## config.mk

```make
export PLATFORM = sky130hd
export DESIGN_NAME = seq_bcd_converter_flat
export DESIGN_NICKNAME = d
export VERILOG_FILES = /design/src/rtl/seq_bcd_converter_if.sv /design/src/rtl/seq_bcd_converter.sv /design/src/flat_wrapper.sv
export SDC_FILE = /design/constraint.sdc
export NUM_CORES = 1
export LEC_CHECK = 0
export ABC_AREA = 1
export BUFFER_PORTS_ARGS = -buffer_cell sky130_fd_sc_hd__buf_2
export CAP_MARGIN = 15
export CORE_ASPECT_RATIO = 0.5
export CORE_MARGIN = 2
export CORE_UTILIZATION = 40
export DETAILED_ROUTE_END_ITERATION = 12
export SYNTH_ARGS = -nofsm -noshare
export SYNTH_HDL_FRONTEND = slang
export SYNTH_SLANG_ARGS = --single-unit
```

## constraint.sdc

```tcl
create_clock -name CLOCK_50 -period 2.5 [get_ports CLOCK_50]
set_input_delay 0.5 -clock CLOCK_50 [delete_from_list [all_inputs] [get_ports CLOCK_50]]
set_output_delay 0.5 -clock CLOCK_50 [all_outputs]
set_load 0.05 [all_outputs]
```

## src/rtl/seq_bcd_converter_if.sv

```systemverilog
// seq_bcd_converter_if
//   Bus bundle between a producer of 8-bit binary values and the sequential
//   binary-to-BCD converter.
//   master : drives bin/start, observes status and BCD digits.
//   slave  : the converter; samples bin/start, drives busy, done, digits and
//            the leading-zero blank flags.
//   Signals:
//     bin            [7:0]  unsigned value to convert
//     start                 conversion request (sampled only while idle)
//     busy                  conversion in progress
//     done                  one-cycle pulse when new digits are valid
//     ONES           [3:0]  BCD units digit
//     TENS           [3:0]  BCD tens digit
//     HUNDREDS       [1:0]  BCD hundreds digit (0-2)
//     blank_tens            tens display may be blanked (leading zero)
//     blank_hundreds        hundreds display may be blanked (leading zero)
interface seq_bcd_converter_if;
   logic [7:0] bin;
   logic       start;
   logic       busy;
   logic       done;
   logic [3:0] ONES;
   logic [3:0] TENS;
   logic [1:0] HUNDREDS;
   logic       blank_tens;
   logic       blank_hundreds;

   modport master (
      output bin, start,
      input  busy, done, ONES, TENS, HUNDREDS, blank_tens, blank_hundreds
   );

   modport slave (
      input  bin, start,
      output busy, done, ONES, TENS, HUNDREDS, blank_tens, blank_hundreds
   );
endinterface

```

## src/rtl/seq_bcd_converter.sv

```systemverilog
// seq_bcd_converter
//   Converts an 8-bit unsigned value into three BCD digits with the
//   shift-and-add-3 (double dabble) algorithm, one bit per clock.
//   A conversion takes 8 SHIFT cycles plus one DONE cycle; digits and blank
//   flags are registered and only change on the done pulse.
//   Parameter:
//     AUTO      1: a change of bin versus the last converted value starts a
//               conversion on its own; 0: only start triggers.
//   Ports:
//     CLOCK_50  system clock, rising edge
//     reset     synchronous, active-high reset
//     bus       seq_bcd_converter_if slave modport (bin/start in, status and
//               digits out)
module seq_bcd_converter #(
   parameter bit AUTO = 1'b1
) (
   input logic                CLOCK_50,
   input logic                reset,
   seq_bcd_converter_if.slave bus
);

   typedef enum logic [1:0] {
      IDLE  = 2'd0,
      SHIFT = 2'd1,
      DONE  = 2'd2
   } state_t;

   state_t     state;
   logic [7:0] shift_reg;
   logic [7:0] last_bin;
   logic [9:0] scratch;      // {hundreds[1:0], tens[3:0], ones[3:0]}
   logic [2:0] count;
   logic [3:0] ones_adj;
   logic [3:0] tens_adj;
   logic       trigger;

   // Add-3 correction of the ones and tens nibbles, applied before each shift.
   // Hundreds never exceeds 2, so it needs no correction.
   always_comb begin
      ones_adj = scratch[3:0];
      tens_adj = scratch[7:4];
      if (scratch[3:0] >= 4'd5) begin
         ones_adj = scratch[3:0] + 4'd3;
      end else begin
         ones_adj = scratch[3:0];
      end
      if (scratch[7:4] >= 4'd5) begin
         tens_adj = scratch[7:4] + 4'd3;
      end else begin
         tens_adj = scratch[7:4];
      end
   end

   // Conversion request: explicit start, or (AUTO) a new value on bin.
   always_comb begin
      trigger = 1'b0;
      if (bus.start) begin
         trigger = 1'b1;
      end else if ((AUTO == 1'b1) && (bus.bin != last_bin)) begin
         trigger = 1'b1;
      end else begin
         trigger = 1'b0;
      end
   end

   // Control FSM with datapath and registered outputs.
   always_ff @(posedge CLOCK_50) begin
      if (reset) begin
         state              <= IDLE;
         shift_reg          <= 8'd0;
         last_bin           <= 8'd0;
         scratch            <= 10'd0;
         count              <= 3'd0;
         bus.busy           <= 1'b0;
         bus.done           <= 1'b0;
         bus.ONES           <= 4'd0;
         bus.TENS           <= 4'd0;
         bus.HUNDREDS       <= 2'd0;
         bus.blank_tens     <= 1'b1;
         bus.blank_hundreds <= 1'b1;
      end else begin
         case (state)
            IDLE: begin
               bus.done <= 1'b0;
               if (trigger) begin
                  shift_reg <= bus.bin;
                  last_bin  <= bus.bin;
                  scratch   <= 10'd0;
                  count     <= 3'd0;
                  state     <= SHIFT;
                  bus.busy  <= 1'b1;
               end else begin
                  bus.busy  <= 1'b0;
               end
            end
            SHIFT: begin
               // Corrected scratch and operand shift left together as one
               // 18-bit register; hundreds bit 9 falls off (never set before
               // the last shift for inputs up to 255).
               {scratch, shift_reg} <= {scratch[8], tens_adj, ones_adj, shift_reg, 1'b0};
               count    <= count + 3'd1;
               bus.done <= 1'b0;
               bus.busy <= 1'b1;
               if (count == 3'd7) begin
                  state <= DONE;
               end else begin
                  state <= SHIFT;
               end
            end
            DONE: begin
               bus.ONES           <= scratch[3:0];
               bus.TENS           <= scratch[7:4];
               bus.HUNDREDS       <= scratch[9:8];
               bus.blank_hundreds <= (scratch[9:8] == 2'd0);
               bus.blank_tens     <= (scratch[9:8] == 2'd0) && (scratch[7:4] == 4'd0);
               bus.done           <= 1'b1;
               bus.busy           <= 1'b0;
               state              <= IDLE;
            end
            default: begin
               state    <= IDLE;
               bus.busy <= 1'b0;
               bus.done <= 1'b0;
            end
         endcase
      end
   end

endmodule
```

## src/flat_wrapper.sv

```systemverilog
// flat-port wrapper written by rule: the top's interface ports become plain ports
module seq_bcd_converter_flat 
#(
   parameter bit AUTO = 1'b1
)
  (CLOCK_50, reset, bus_bin, bus_start, bus_busy, bus_done, bus_ONES, bus_TENS, bus_HUNDREDS, bus_blank_tens, bus_blank_hundreds);
  seq_bcd_converter_if bus_i ();
  input logic CLOCK_50;
  input logic reset;
  input wire logic [$bits(bus_i.bin)-1:0] bus_bin;
  input wire logic [$bits(bus_i.start)-1:0] bus_start;
  output wire logic [$bits(bus_i.busy)-1:0] bus_busy;
  output wire logic [$bits(bus_i.done)-1:0] bus_done;
  output wire logic [$bits(bus_i.ONES)-1:0] bus_ONES;
  output wire logic [$bits(bus_i.TENS)-1:0] bus_TENS;
  output wire logic [$bits(bus_i.HUNDREDS)-1:0] bus_HUNDREDS;
  output wire logic [$bits(bus_i.blank_tens)-1:0] bus_blank_tens;
  output wire logic [$bits(bus_i.blank_hundreds)-1:0] bus_blank_hundreds;
  assign bus_i.bin = bus_bin;
  assign bus_i.start = bus_start;
  assign bus_busy = bus_i.busy;
  assign bus_done = bus_i.done;
  assign bus_ONES = bus_i.ONES;
  assign bus_TENS = bus_i.TENS;
  assign bus_HUNDREDS = bus_i.HUNDREDS;
  assign bus_blank_tens = bus_i.blank_tens;
  assign bus_blank_hundreds = bus_i.blank_hundreds;
  seq_bcd_converter #(.AUTO(AUTO)) u_core (.CLOCK_50(CLOCK_50), .reset(reset), .bus(bus_i));
endmodule
```

Word-level counts from Yosys, hierarchy flattened

Cells that the tools add are included.

Multiplexer cells: 16
Eq/ne operators: 5
Add/subtract/negate cells: 3
Reductions and logical operators: 7
Magnitude comparators: 2

Operators by type and width:

| kind                                                                   | number |
|---|---|
| 10-bit case mux with 2 select lines                                    | 1 |
| 8-bit case mux with 2 select lines                                     | 1 |
| 10-bit two-way mux                                                     | 1 |
| 4-bit by 2-bit adder with 4-bit output (second input constant)         | 2 |
| 4-bit by 3-bit >= comparator with 1-bit output (second input constant) | 2 |
| 4-bit two-way mux                                                      | 2 |
| 8-bit two-way mux                                                      | 1 |
| 8-bit != test                                                          | 1 |
| 3-bit case mux with 2 select lines                                     | 1 |
| 2-bit logical NOT                                                      | 2 |
| 4-bit logical NOT                                                      | 1 |
| 1-bit two-way mux                                                      | 4 |
| 2-bit two-way mux                                                      | 2 |
| 2-bit case mux with 2 select lines                                     | 1 |
| 2-bit AND reduction                                                    | 2 |
| 3-bit by 1-bit adder with 3-bit output (second input constant)         | 1 |
| 3-bit == test (second input constant)                                  | 1 |
| 3-bit two-way mux                                                      | 1 |
| 2-bit by 1-bit == test with 1-bit output (second input constant)       | 1 |
| 2-bit == test (second input constant)                                  | 1 |
| 2-bit by 1-bit != test with 1-bit output (second input constant)       | 1 |
| 1-bit case mux with 2 select lines                                     | 1 |
| 2-bit nonzero test                                                     | 1 |
| 1-bit logical AND                                                      | 1 |

Input port bits: 11
Register bits: 45
Logic and storage cells: 45
Output and inout bits: 14

Longest topological paths before layout

Gate-level depths: netlist of run 1.

Word-level depth: 5
Gate-level depth with buffers: 11
Depth with buffers taken out: 11

Worst setup path before layout of run 1

Ideal clock, no wire load.

Kind: input to register
Start: in bus_bin[7]
End: reg u_core.shift_reg[7]
Data arrival time: 1.262 ns
Required time: 2.386 ns
Path buffers: 0
Stages: 9
Setup time: 0.114 ns
Slack: 1.124 ns
Path through: inv_1 -> a21oi_1 -> nand2_1 -> nor2_1 -> nand3_1 -> nand2_2 -> nand2_1 -> nor2_1 -> nor2_1

Longest elaborated chain between the ends: 5
Elaborated cells on any way between the ends: 7
Classes of those cells: eq/ne: 2; mux: 4; reduce/logical: 1

RTL lines:

| element                                                   | RTL line                 | source |
|---|---|---|
| start, declared                                           | flat_wrapper.sv:10       | `input wire logic [$bits(bus_i.bin)-1:0] bus_bin;` |
| 8-bit != test                                             | seq_bcd_converter.sv:59  | `end else if ((AUTO == 1'b1) && (bus.bin != last_bin)) begin` |
| 1-bit two-way mux                                         | seq_bcd_converter.sv:59  |  |
| 1-bit two-way mux                                         | seq_bcd_converter.sv:57  | `if (bus.start) begin` |
| 2-bit by 1-bit != test with 1-bit output (no source line) | --                       |  |
| 2-bit AND reduction (no source line)                      | --                       |  |
| end signal, assigned                                      | seq_bcd_converter.sv:86  | `shift_reg <= bus.bin;` |
| end signal, assigned                                      | seq_bcd_converter.sv:100 | `{scratch, shift_reg} <= {scratch[8], tens_adj, ones_adj, shift_reg, 1'b0};` |
| end, declared                                             | seq_bcd_converter.sv:29  | `logic [7:0] shift_reg;` |

Parallel ways exist; a longest one is shown, timed or not. The select of a mux whose other input is x is not followed.
A chain may end at the register's enable or synchronous reset.

Final worst setup path of run 1

Start: reg u_core.last_bin[5]
End: reg u_core.scratch[4]

Longest elaborated chain between the ends: 5

RTL lines:

| element                                                   | RTL line                 | source |
|---|---|---|
| start, declared                                           | seq_bcd_converter.sv:30  | `logic [7:0] last_bin;` |
| start signal, assigned                                    | seq_bcd_converter.sv:87  | `last_bin <= bus.bin;` |
| 8-bit != test                                             | seq_bcd_converter.sv:59  |  |
| 1-bit two-way mux                                         | seq_bcd_converter.sv:59  |  |
| 1-bit two-way mux                                         | seq_bcd_converter.sv:57  |  |
| 2-bit by 1-bit != test with 1-bit output (no source line) | --                       |  |
| 2-bit AND reduction (no source line)                      | --                       |  |
| end signal, assigned                                      | seq_bcd_converter.sv:100 |  |
| end, declared                                             | seq_bcd_converter.sv:31  | `logic [9:0] scratch;` |

Every way passes these cells.

==> flow_summary_export.csv, run 1 <==
group,metric,value,unit
outcome,status,"completed",
clocking,clock_insertion_delay_worst_skew,0.29,ns
detailed_routing,wl_per_cell,11.72,µm
detailed_routing,routed-via-count,1754,
synthesis,yosysTopAreaCell,"dfxtp_1",
synthesis,ys_ff_latch,45,
clocking,cts-root-buf,"clkbuf_8",
synthesis,netlist_instances,265,
synthesis,yosysSeqAreaShare,0.4548,
min_path,hold_class,"reg2reg",
sta,slew_viol_final,0,
layout,final_core_util,0.4646,
clocking,cts-resized-gates,0,
placed_design,dp_hpwl,2.924,mm
min_path,hold_depth,2,
sta,fmaxAchievable,0.5989,GHz
synthesis,synth_top_area_frac,0.4548,
pwr,ir_drop,0.2106,mV
clocking,postCtsSetupRepairBufs,0,
min_path,holdPathEnd,"u_core.bus.HUNDREDS[1]",
setup_path,crit_fanout,12,
setup_path,regToRegStartpoint,"u_core.last_bin[5]",
grt,grt_usage,0.1613,
detailed_routing,ant_nets,0,
setup_path,path_class,"reg2reg",
clocking,cts_sinks,45,
grt,grt_max_degree,24,
die,rows,18,
clocking,clk_path_buf_depth,2,
layout,antenna_cells,0,
clocking,cts_tree,"done",
synthesis,synth_area_per_cell,7.474,µm²
sta,fin_crit_sh,0.6679,
sta,final_hold_viol_count,0,
synthesis,ys_warn_count,0,
die,die_height,53.76,µm
die,pin_count,25,
setup_path,r2r_setup_slack,0.83,ns
synthesis,ys_async_sr_fraction,0,
grt,grt_pass1_wl,7.107,mm
detailed_routing,drtIter0Drc,58,
layout,largest_reg_flops,10,
synthesis,synth_common_cells,"dfxtp_1 (45), a21oi_1 (39), nand2_1 (38)",
sta,rsz0062_at_grt,"no",
setup_path,r2r_end,"u_core.scratch[4]",
die,start_util,0.4090,
sta,finalSetupTns,0,ns
detailed_routing,viasPerCell,4.886,
die,core,4842,µm²
sta,post-route-min-period,1.670,ns
clocking,htreeDepth,2,
placed_design,port_buffers,24,
synthesis,synth_fp_nets,283,
pwr,leakage,1.006,nW
sta,setup_viol,0,
detailed_routing,firstDrtPassIters,6,
layout,drive_gt1_frac,0.1453,
clocking,cts_buffers,5,
setup_path,rr_worst_depth,11,
synthesis,yosysUniqueCellTypes,22,
min_path,hp-start,"u_core.bus.HUNDREDS[1]",
sta,worst_pin_slew,0.6819,ns
setup_path,cp.required,2.72,ns
synthesis,synthMostInstantiatedCell,"dfxtp_1",
layout,syn_to_final_growth,13.58,%
flow_run,max_cap_violations,0,
synthesis,synth_edf_count,0,
die,die_w,103.5,µm
synthesis,synth_ff_type,"dfxtp_1",
setup_path,start_kind,"flip-flop",
synthesis,syn_area,1981,µm²
synthesis,synth_area_leaders,"dfxtp_1 (45%), a21oi_1 (9.9%), nand3_1 (7.6%)",
sta,skew,0.003124,ns
grt,grt_pass1_vias,1629,
setup_path,cp-end-kind,"flip-flop",
clocking,cts_hold_buffers,0,
detailed_routing,wl,4.209,mm
placed_design,routabilityCongestion,0.7768,
grt,grt-ovfl-total,0,
layout,final_nets,307,
pwr,power_density,606.4,nW/µm²
grt,antenna_found_initial,0,
detailed_routing,drc,0,
clocking,path_clk_slew,0.08,ns
sta,slew_headroom,0.5449,
die,dieArea,5565,µm²
setup_path,crit_arrival,1.89,ns
[cell families after synthesis]
group	Yosys count	synth area share
and+or+nand+nor	108	0.2401
AOI/OAI and AO/OA	62	0.1630
DFF	45	0.4548
buffers and inverters	40	0.08465
adders and majority gates	7	0.04422
xor gates and xnor gates	3	0.01327
[power by group]
| part | switching, mW | internal (mW) |
|---|---|---|
| Clock | 0.239 | 0.220 |
| Sequential | 0.0141 | 0.744 |
| Combinational | 0.0930 | 0.0544 |
| Total | 0.346 | 1.02 |
[worst max-delay path, stage by stage, from the launching register on]
cell,delay (ns)
dfxtp_1,0.34
inv_1,0.05
nand2_1,0.05
nand2_1,0.05
inv_1,0.05
nand2_1,0.06
nor2_1,0.08
nand3_1,0.30
nand2_2,0.18
buf_4,0.22
nand3_1,0.09
a21oi_1,0.14
[cell type report]
| cell class | instances | area, µm² |
|---|---|---|
| inverter | 28 | 105.1 |
| fill | 509 | 2592 |
| tap | 70 | 87.58 |
| sequential | 45 | 900.9 |
| timing repair buffer | 29 | 157.7 |
| multi-input combinational | 180 | 912.1 |
| clock buffer | 7 | 86.33 |
[worst max path at each step]
stage                                   from             endpoint  slack [ns]  cells past startpoint
after floorplan                   bus_bin[7]  u_core.shift_reg[7]        1.12                      9
after global placement            bus_bin[7]    u_core.scratch[5]        0.53                     10
after detailed placement          bus_bin[7]    u_core.scratch[4]        0.51                     10
after CTS                 u_core.last_bin[5]    u_core.scratch[1]        0.80                     11
after global routing      u_core.last_bin[5]    u_core.scratch[1]        0.59                     11
final                     u_core.last_bin[5]    u_core.scratch[4]        0.83                     11
[placed cells by master, fill, tap and decap left out]
cell type,netlist,final
dfxtp_1,45,45
a21oi_1,39,39
nand2_1,38,38
nand3_1,30,30
inv_1,28,28
nor2_1,27,27
buf_2,2,24
o21ai_0,19,19
ha_1,7,7
or2_2,6,6
clkbuf_8,0,6
buf_4,0,5
xor2_1,3,3
nand3b_1,2,2
nor3_1,2,2
nand4_1,2,2
nand2_2,1,1
o21bai_1,1,1
a211o_1,1,1
o211ai_1,1,1
o2111ai_1,1,1
clkbuf_1,7,1
[layer usage]
layer | up-vias | routed length (µm) | part of all wire | GRT usage
met5 | - | 0 | 0 | 0
met4 | 0 | 44 | 0.010 | 0.05405
met3 | 5 | 130 | 0.031 | 0.04116
met2 | 23 | 1886 | 0.45 | 0.2925
met1 | 810 | 2148 | 0.51 | 0.1949
li1 | 916 | - | - | -
[per-stage QoR]
stage,cell area (µm²),power (mW),hold WS (ns),instances,setup WS [ns]
2_1_floorplan,1981,0.8810,0.4328,265,1.124
3_3_place_gp,2163,0.9198,0.4421,352,0.5316
3_5_place_dp,2163,0.9230,0.4548,352,0.5112
4_1_cts,2250,1.385,0.4685,359,0.8000
5_1_grt,2250,1.434,0.5019,359,0.5893
6_report,2250,1.364,0.4651,359,0.8303
Note: power is estimated with default switching activity, not from simulation.
==> run 2: changes to the inputs <==
--- a/config.mk
+++ b/config.mk
@@ -5,7 +5,7 @@
 export SDC_FILE = /design/constraint.sdc
 export NUM_CORES = 1
 export LEC_CHECK = 0
-export ABC_AREA = 1
+export ABC_AREA = 0
 export BUFFER_PORTS_ARGS = -buffer_cell sky130_fd_sc_hd__buf_2
 export CAP_MARGIN = 15
 export CORE_ASPECT_RATIO = 0.5
==> constraint.sdc (replaced) <==
create_clock -name CLOCK_50 -period 1.35 [get_ports CLOCK_50]
set_input_delay 0.27 -clock CLOCK_50 [delete_from_list [all_inputs] [get_ports CLOCK_50]]
set_output_delay 0.27 -clock CLOCK_50 [all_outputs]
set_load 0.05 [all_outputs]
==> flow_summary_export.csv, run 2 <==
group,metric,value,unit
sta,slew_viol_final,0,
pwr,ir_drop,0.4503,mV
flow_run,max_cap_violations,0,
sta,rsz0062_at_grt,"yes",
clocking,cts-root-buf,"clkbuf_8",
detailed_routing,routed-via-count,1855,
die,dieArea,5800,µm²
die,die_w,105.7,µm
detailed_routing,ant_nets,0,
placed_design,routabilityCongestion,0.8340,
synthesis,synthMostInstantiatedCell,"dfxtp_1",
layout,syn_to_final_growth,38.57,%
grt,grt_usage,0.1892,
setup_path,slowest_stage,"dfxtp_2",
pwr,power_density,900.0,nW/µm²
min_path,hold_class,"in2reg",
sta,fmaxAchievable,0.6071,GHz
synthesis,yosysTopAreaCell,"dfxtp_1",
synthesis,synth_common_cells,"dfxtp_1 (45), a21oi_1 (26), nand2_1 (26)",
clocking,htreeDepth,2,
synthesis,synth_fp_nets,253,
setup_path,crit_buf_inv,2,
layout,largest_reg_flops,10,
detailed_routing,drc,0,
clocking,cts_sinks,45,
pwr,leakage,1.274,nW
sta,worst_pin_slew,0.4071,ns
sta,hold_slack,0.3408,ns
sta,post-route-min-period,1.647,ns
setup_path,cp.required,1.56,ns
clocking,cts_tree,"done",
synthesis,synth_edf_count,0,
detailed_routing,firstDrtPassIters,4,
synthesis,synth_area_per_cell,8.806,µm²
synthesis,ys_warn_count,0,
synthesis,ys_async_sr_fraction,0,
sta,fin_crit_sh,1.220,
detailed_routing,drtIter0Drc,38,
synthesis,netlist_instances,235,
grt,grt_max_degree,22,
layout,final_cell_mix,"buf_4 (44), dfxtp_1 (38), buf_2 (24)",
grt,grt-ovfl-total,0,
setup_path,crit_arrival,1.85,ns
sta,worst_slack,-0.2973,ns
setup_path,cp_cell_sequence,"xor2_2 > nor4_4 > buf_4 > a311oi_2 > buf_4 > o41ai_2",
grt,antenna_found_initial,0,
layout,final_common_cell,"buf_4",
die,start_util,0.4177,
sta,slew_headroom,0.7286,
sta,skew,0.003000,ns
synthesis,yosysSeqAreaShare,0.4353,
grt,grt_pass1_vias,1766,
sta,final_hold_viol_count,0,
setup_path,crit_fanout,3,
layout,antenna_cells,0,
clocking,path_clk_slew,0.08,ns
detailed_routing,wl,5.122,mm
outcome,status,"finished, violations left",
detailed_routing,viasPerCell,5.000,
detailed_routing,wl_per_cell,13.81,µm
setup_path,crit_top_cell,"buf_4",
setup_path,start_kind,"flip-flop",
layout,nFillCells,451,
sta,setup_viol,30,
synthesis,yosysUniqueCellTypes,36,
die,core,4955,µm²
setup_path,rr_worst_depth,6,
setup_path,cp-end-kind,"flip-flop",
die,die_height,54.86,µm
outcome,violations,"negative setup slack",
clocking,clk_path_buf_depth,2,
clocking,cts_buffers,5,
layout,final_nets,318,
layout,final_core_util,0.5788,
synthesis,synth_area_leaders,"dfxtp_1 (44%), a21oi_1 (6.3%), mux2i_1 (6.3%)",
die,rows,18,
setup_path,crit_cells,6,
synthesis,synth_top_area_frac,0.4353,
setup_path,path_class,"reg2reg",
setup_path,cp_top_family,"compound AO/OA/AOI/OAI gates",
layout,drive_gt1_frac,0.4252,
clocking,clock_insertion_delay_worst_skew,0.30,ns
synthesis,synth_ff_type,"dfxtp_1",
min_path,hold_depth,4,
die,pin_count,25,
synthesis,ys_ff_latch,45,
synthesis,syn_area,2069,µm²
grt,grt_pass1_wl,8.369,mm
placed_design,port_buffers,24,
setup_path,critical_path.max_stage_delay,0.34,ns
placed_design,dp_hpwl,3.550,mm
[run 2: area by class of cell]
type,instances,area (µm²),area share
multi-input combinational,167,1226,0.4276
sequential,45,909.6,0.3172
timing repair buffer,73,531.8,0.1854
tap,70,87.58,0.03054
clock buffer,6,72.57,0.02531
inverter,8,30.03,0.01047
clock inverter,2,10.01,0.003490
[run 2: worst paths after layout]
check / startpoint / to / slack [ns]
max: u_core.last_bin[6] / u_core.scratch[5] / -0.30
min: bus_bin[4] / u_core.last_bin[4] / 0.34
max reg2reg: u_core.last_bin[6] / u_core.scratch[5] / -0.30
min reg2reg: u_core.bus.HUNDREDS[1] / u_core.bus.HUNDREDS[1] / 0.46
[run 2: timing repair]
action                     4_1_cts  5_1_grt
hold buffers                     0        0
setup buffers                    3        0
resized for setup               19       18
gates cloned                     1        0
setup endpoints to repair       30       39
pin swaps                       11        5
[run 2: kinds of logic after synthesis]
family	share of synthesized area
DFF	0.4353
xor gates and xnor gates	0.05502
muxes	0.06288
and+or+nand+nor	0.1850
adders and majority gates	0.04232
buffers and inverters	0.04414
AOI/OAI and AO/OA	0.1753
[run 2: worst min-delay path, delay by kind of cell]
kind	cells	cell delay, ns
muxes	1	0.05
buffers and inverters	2	0.20
and+or+nand+nor	1	0.08
[run 2: per-stage QoR]
step / TNS (ns) / total power, mW / cell area, µm² / setup slack (ns) / cells
final: -6.089 / 2.581 / 2868 / -0.2973 / 371
after global routing: -8.661 / 2.681 / 2868 / -0.3667 / 371
after CTS: -6.031 / 2.580 / 2805 / -0.2652 / 371
after detailed placement: -9.489 / 1.760 / 2608 / -0.4081 / 361
after global placement: -8.344 / 1.752 / 2608 / -0.3299 / 361
after floorplan: -2.390 / 1.613 / 2096 / -0.1818 / 235
[run 2: where the power goes]
group	internal [mW]	switching [mW]	leakage, nW
logic	0.169	0.184	0.859
registers	1.37	0.0385	0.370
clock network	0.359	0.456	0.0450
[run 2: layer usage]
layer,part of all wire,vias to the layer above,global-route usage
met5,0,-,0
met4,0.014,0,0.07895
met3,0.034,9,0.04048
met2,0.47,30,0.3441
met1,0.48,878,0.2268
li1,-,938,-
==> run 3: changes to the inputs <==
--- a/config.mk
+++ b/config.mk
@@ -11,7 +11,9 @@
 export CORE_ASPECT_RATIO = 0.5
 export CORE_MARGIN = 2
 export CORE_UTILIZATION = 40
+export CTS_BUF_LIST = sky130_fd_sc_hd__clkbuf_8 sky130_fd_sc_hd__clkbuf_16
 export DETAILED_ROUTE_END_ITERATION = 12
+export PLACE_DENSITY_LB_ADDON = 0.2
 export SYNTH_ARGS = -nofsm -noshare
 export SYNTH_HDL_FRONTEND = slang
 export SYNTH_SLANG_ARGS = --single-unit
==> flow_summary_export.csv, run 3 (synthesis gave the netlist of run 2 again) <==
group,metric,value,unit
layout,nFillCells,449,
detailed_routing,viasPerCell,4.976,
layout,multiInputGateArea,1274,µm²
sta,worst_pin_slew,0.3142,ns
pwr,leakage,1.284,nW
pwr,ir_drop,0.4393,mV
detailed_routing,ant_nets,0,
sta,rsz0062_at_grt,"yes",
grt,grt-ovfl-total,0,
grt,grt_max_degree,19,
layout,largest_reg_flops,10,
sta,slew_headroom,0.7902,
grt,grt_pass1_vias,1751,
grt,grt_pass1_wl,8.349,mm
layout,antenna_cells,0,
clocking,clock_insertion_delay_worst_skew,0.30,ns
setup_path,cp.required,1.56,ns
sta,worst_slack,-0.2914,ns
die,start_util,0.4177,
grt,use_met3,0.05119,
grt,antenna_found_initial,0,
layout,final_common_cell,"buf_4",
pwr,power_density,913.6,nW/µm²
grt,grt_use_met2,0.3280,
setup_path,start_kind,"flip-flop",
placed_design,dp_hpwl,3.383,mm
sta,fin_crit_sh,1.216,
layout,seqCellArea,909.6,µm²
setup_path,rr_worst_depth,7,
min_path,hold_depth,3,
die,dieArea,5800,µm²
clocking,cts_buffers,5,
pwr,total_power,2.678,mW
clocking,cts_sinks,45,
grt,grt_usage,0.1905,
setup_path,startpoint,"u_core.last_bin[1]",
setup_path,path_class,"reg2reg",
setup_path,cp-end-kind,"flip-flop",
layout,syn_to_final_growth,41.66,%
sta,post-route-min-period,1.641,ns
die,die_w,105.7,µm
setup_path,crit_fanout,6,
sta,skew,0.009143,ns
grt,grt_use_met1,0.2391,
outcome,status,"finished, violations left",
setup_path,regToRegStartpoint,"u_core.last_bin[1]",
detailed_routing,firstDrtPassIters,4,
placed_design,dpl_worst_slack,-0.3836,ns
die,core,4955,µm²
min_path,hold_class,"in2reg",
layout,final_cell_mix,"buf_4 (39), dfxtp_1 (38), buf_2 (24)",
sta,slew_viol_final,0,
clocking,cts_hold_buffers,0,
detailed_routing,routed-via-count,1836,
sta,final_hold_viol_count,0,
layout,drive_gt1_frac,0.4281,
placed_design,routabilityCongestion,0.8093,
die,pin_count,25,
placed_design,port_buffers,24,
detailed_routing,wl_per_cell,13.77,µm
flow_run,max_cap_violations,0,
sta,finalSetupTns,-6.265,ns
setup_path,crit_arrival,1.85,ns
clocking,htreeDepth,2,
clocking,cts_tree,"done",
outcome,violations,"negative setup slack",
detailed_routing,drtIter0Drc,28,
grt,top_usage_layer,"met2",
die,rows,18,
die,die_height,54.86,µm
layout,final_nets,316,
sta,fmaxAchievable,0.6092,GHz
detailed_routing,wl,5.080,mm
detailed_routing,drc,0,
min_path,hp-start,"bus_bin[1]",
sta,setup_viol,30,
clocking,path_clk_slew,0.09,ns
clocking,cts-root-buf,"clkbuf_8",
clocking,clk_path_buf_depth,2,
run 3: per-stage QoR:
step,utilization,instance area (µm²),std cells,hold WS [ns]
after detailed placement,0.5242,2597,358,0.4481
after CTS,0.5662,2805,367,0.2636
after floorplan,-,2096,235,0.4172
after global routing,0.5917,2932,369,0.3072
final,0.5917,2932,369,0.2741
after global placement,0.5242,2597,358,0.4397
run 3: where the power goes:
part	leakage, nW	internal, mW	switching [mW]
logic	0.870	0.185	0.199
clock network	0.0447	0.374	0.506
registers	0.370	1.37	0.0410
total	1.28	1.93	0.745
run 3: worst max-delay path, cell delays in order, from the launching register on:
cell and delay (ns):
dfxtp_2 0.35, xor2_2 0.16, nor4_4 0.28, buf_4 0.17, a311oi_4 0.10, buf_6 0.17, buf_4 0.13, o41ai_2 0.19
run 3: cell type report:
cell class,count,area share
Inverter,8,0.01024
Multi-Input combinational cell,167,0.4345
Clock buffer,5,0.02347
Timing Repair Buffer,71,0.1831
Clock inverter,3,0.008536
Tap cell,70,0.02988
Sequential cell,45,0.3103
run 3: final timing paths:
path | end | slack, ns
worst min-delay path | u_core.last_bin[1] | 0.27
worst max-delay path | u_core.scratch[1] | -0.29
worst min register to register | u_core.bus.ONES[0] | 0.46
worst max register to register | u_core.scratch[1] | -0.29
run 3: layer usage:
layer  vias to the layer above  part of all wire
met5                         -                 0
met4                         0            0.0089
met3                         4             0.032
met2                        23              0.46
met1                       874              0.50
li1                        935                 -
run 3: what timing repair did:
action / CTS / global route
setup buffers: 2 / 2
cloned: 1 / 0
pin swaps: 18 / 9
endpoints found under the setup margin: 30 / 40
gates resized for setup: 21 / 24
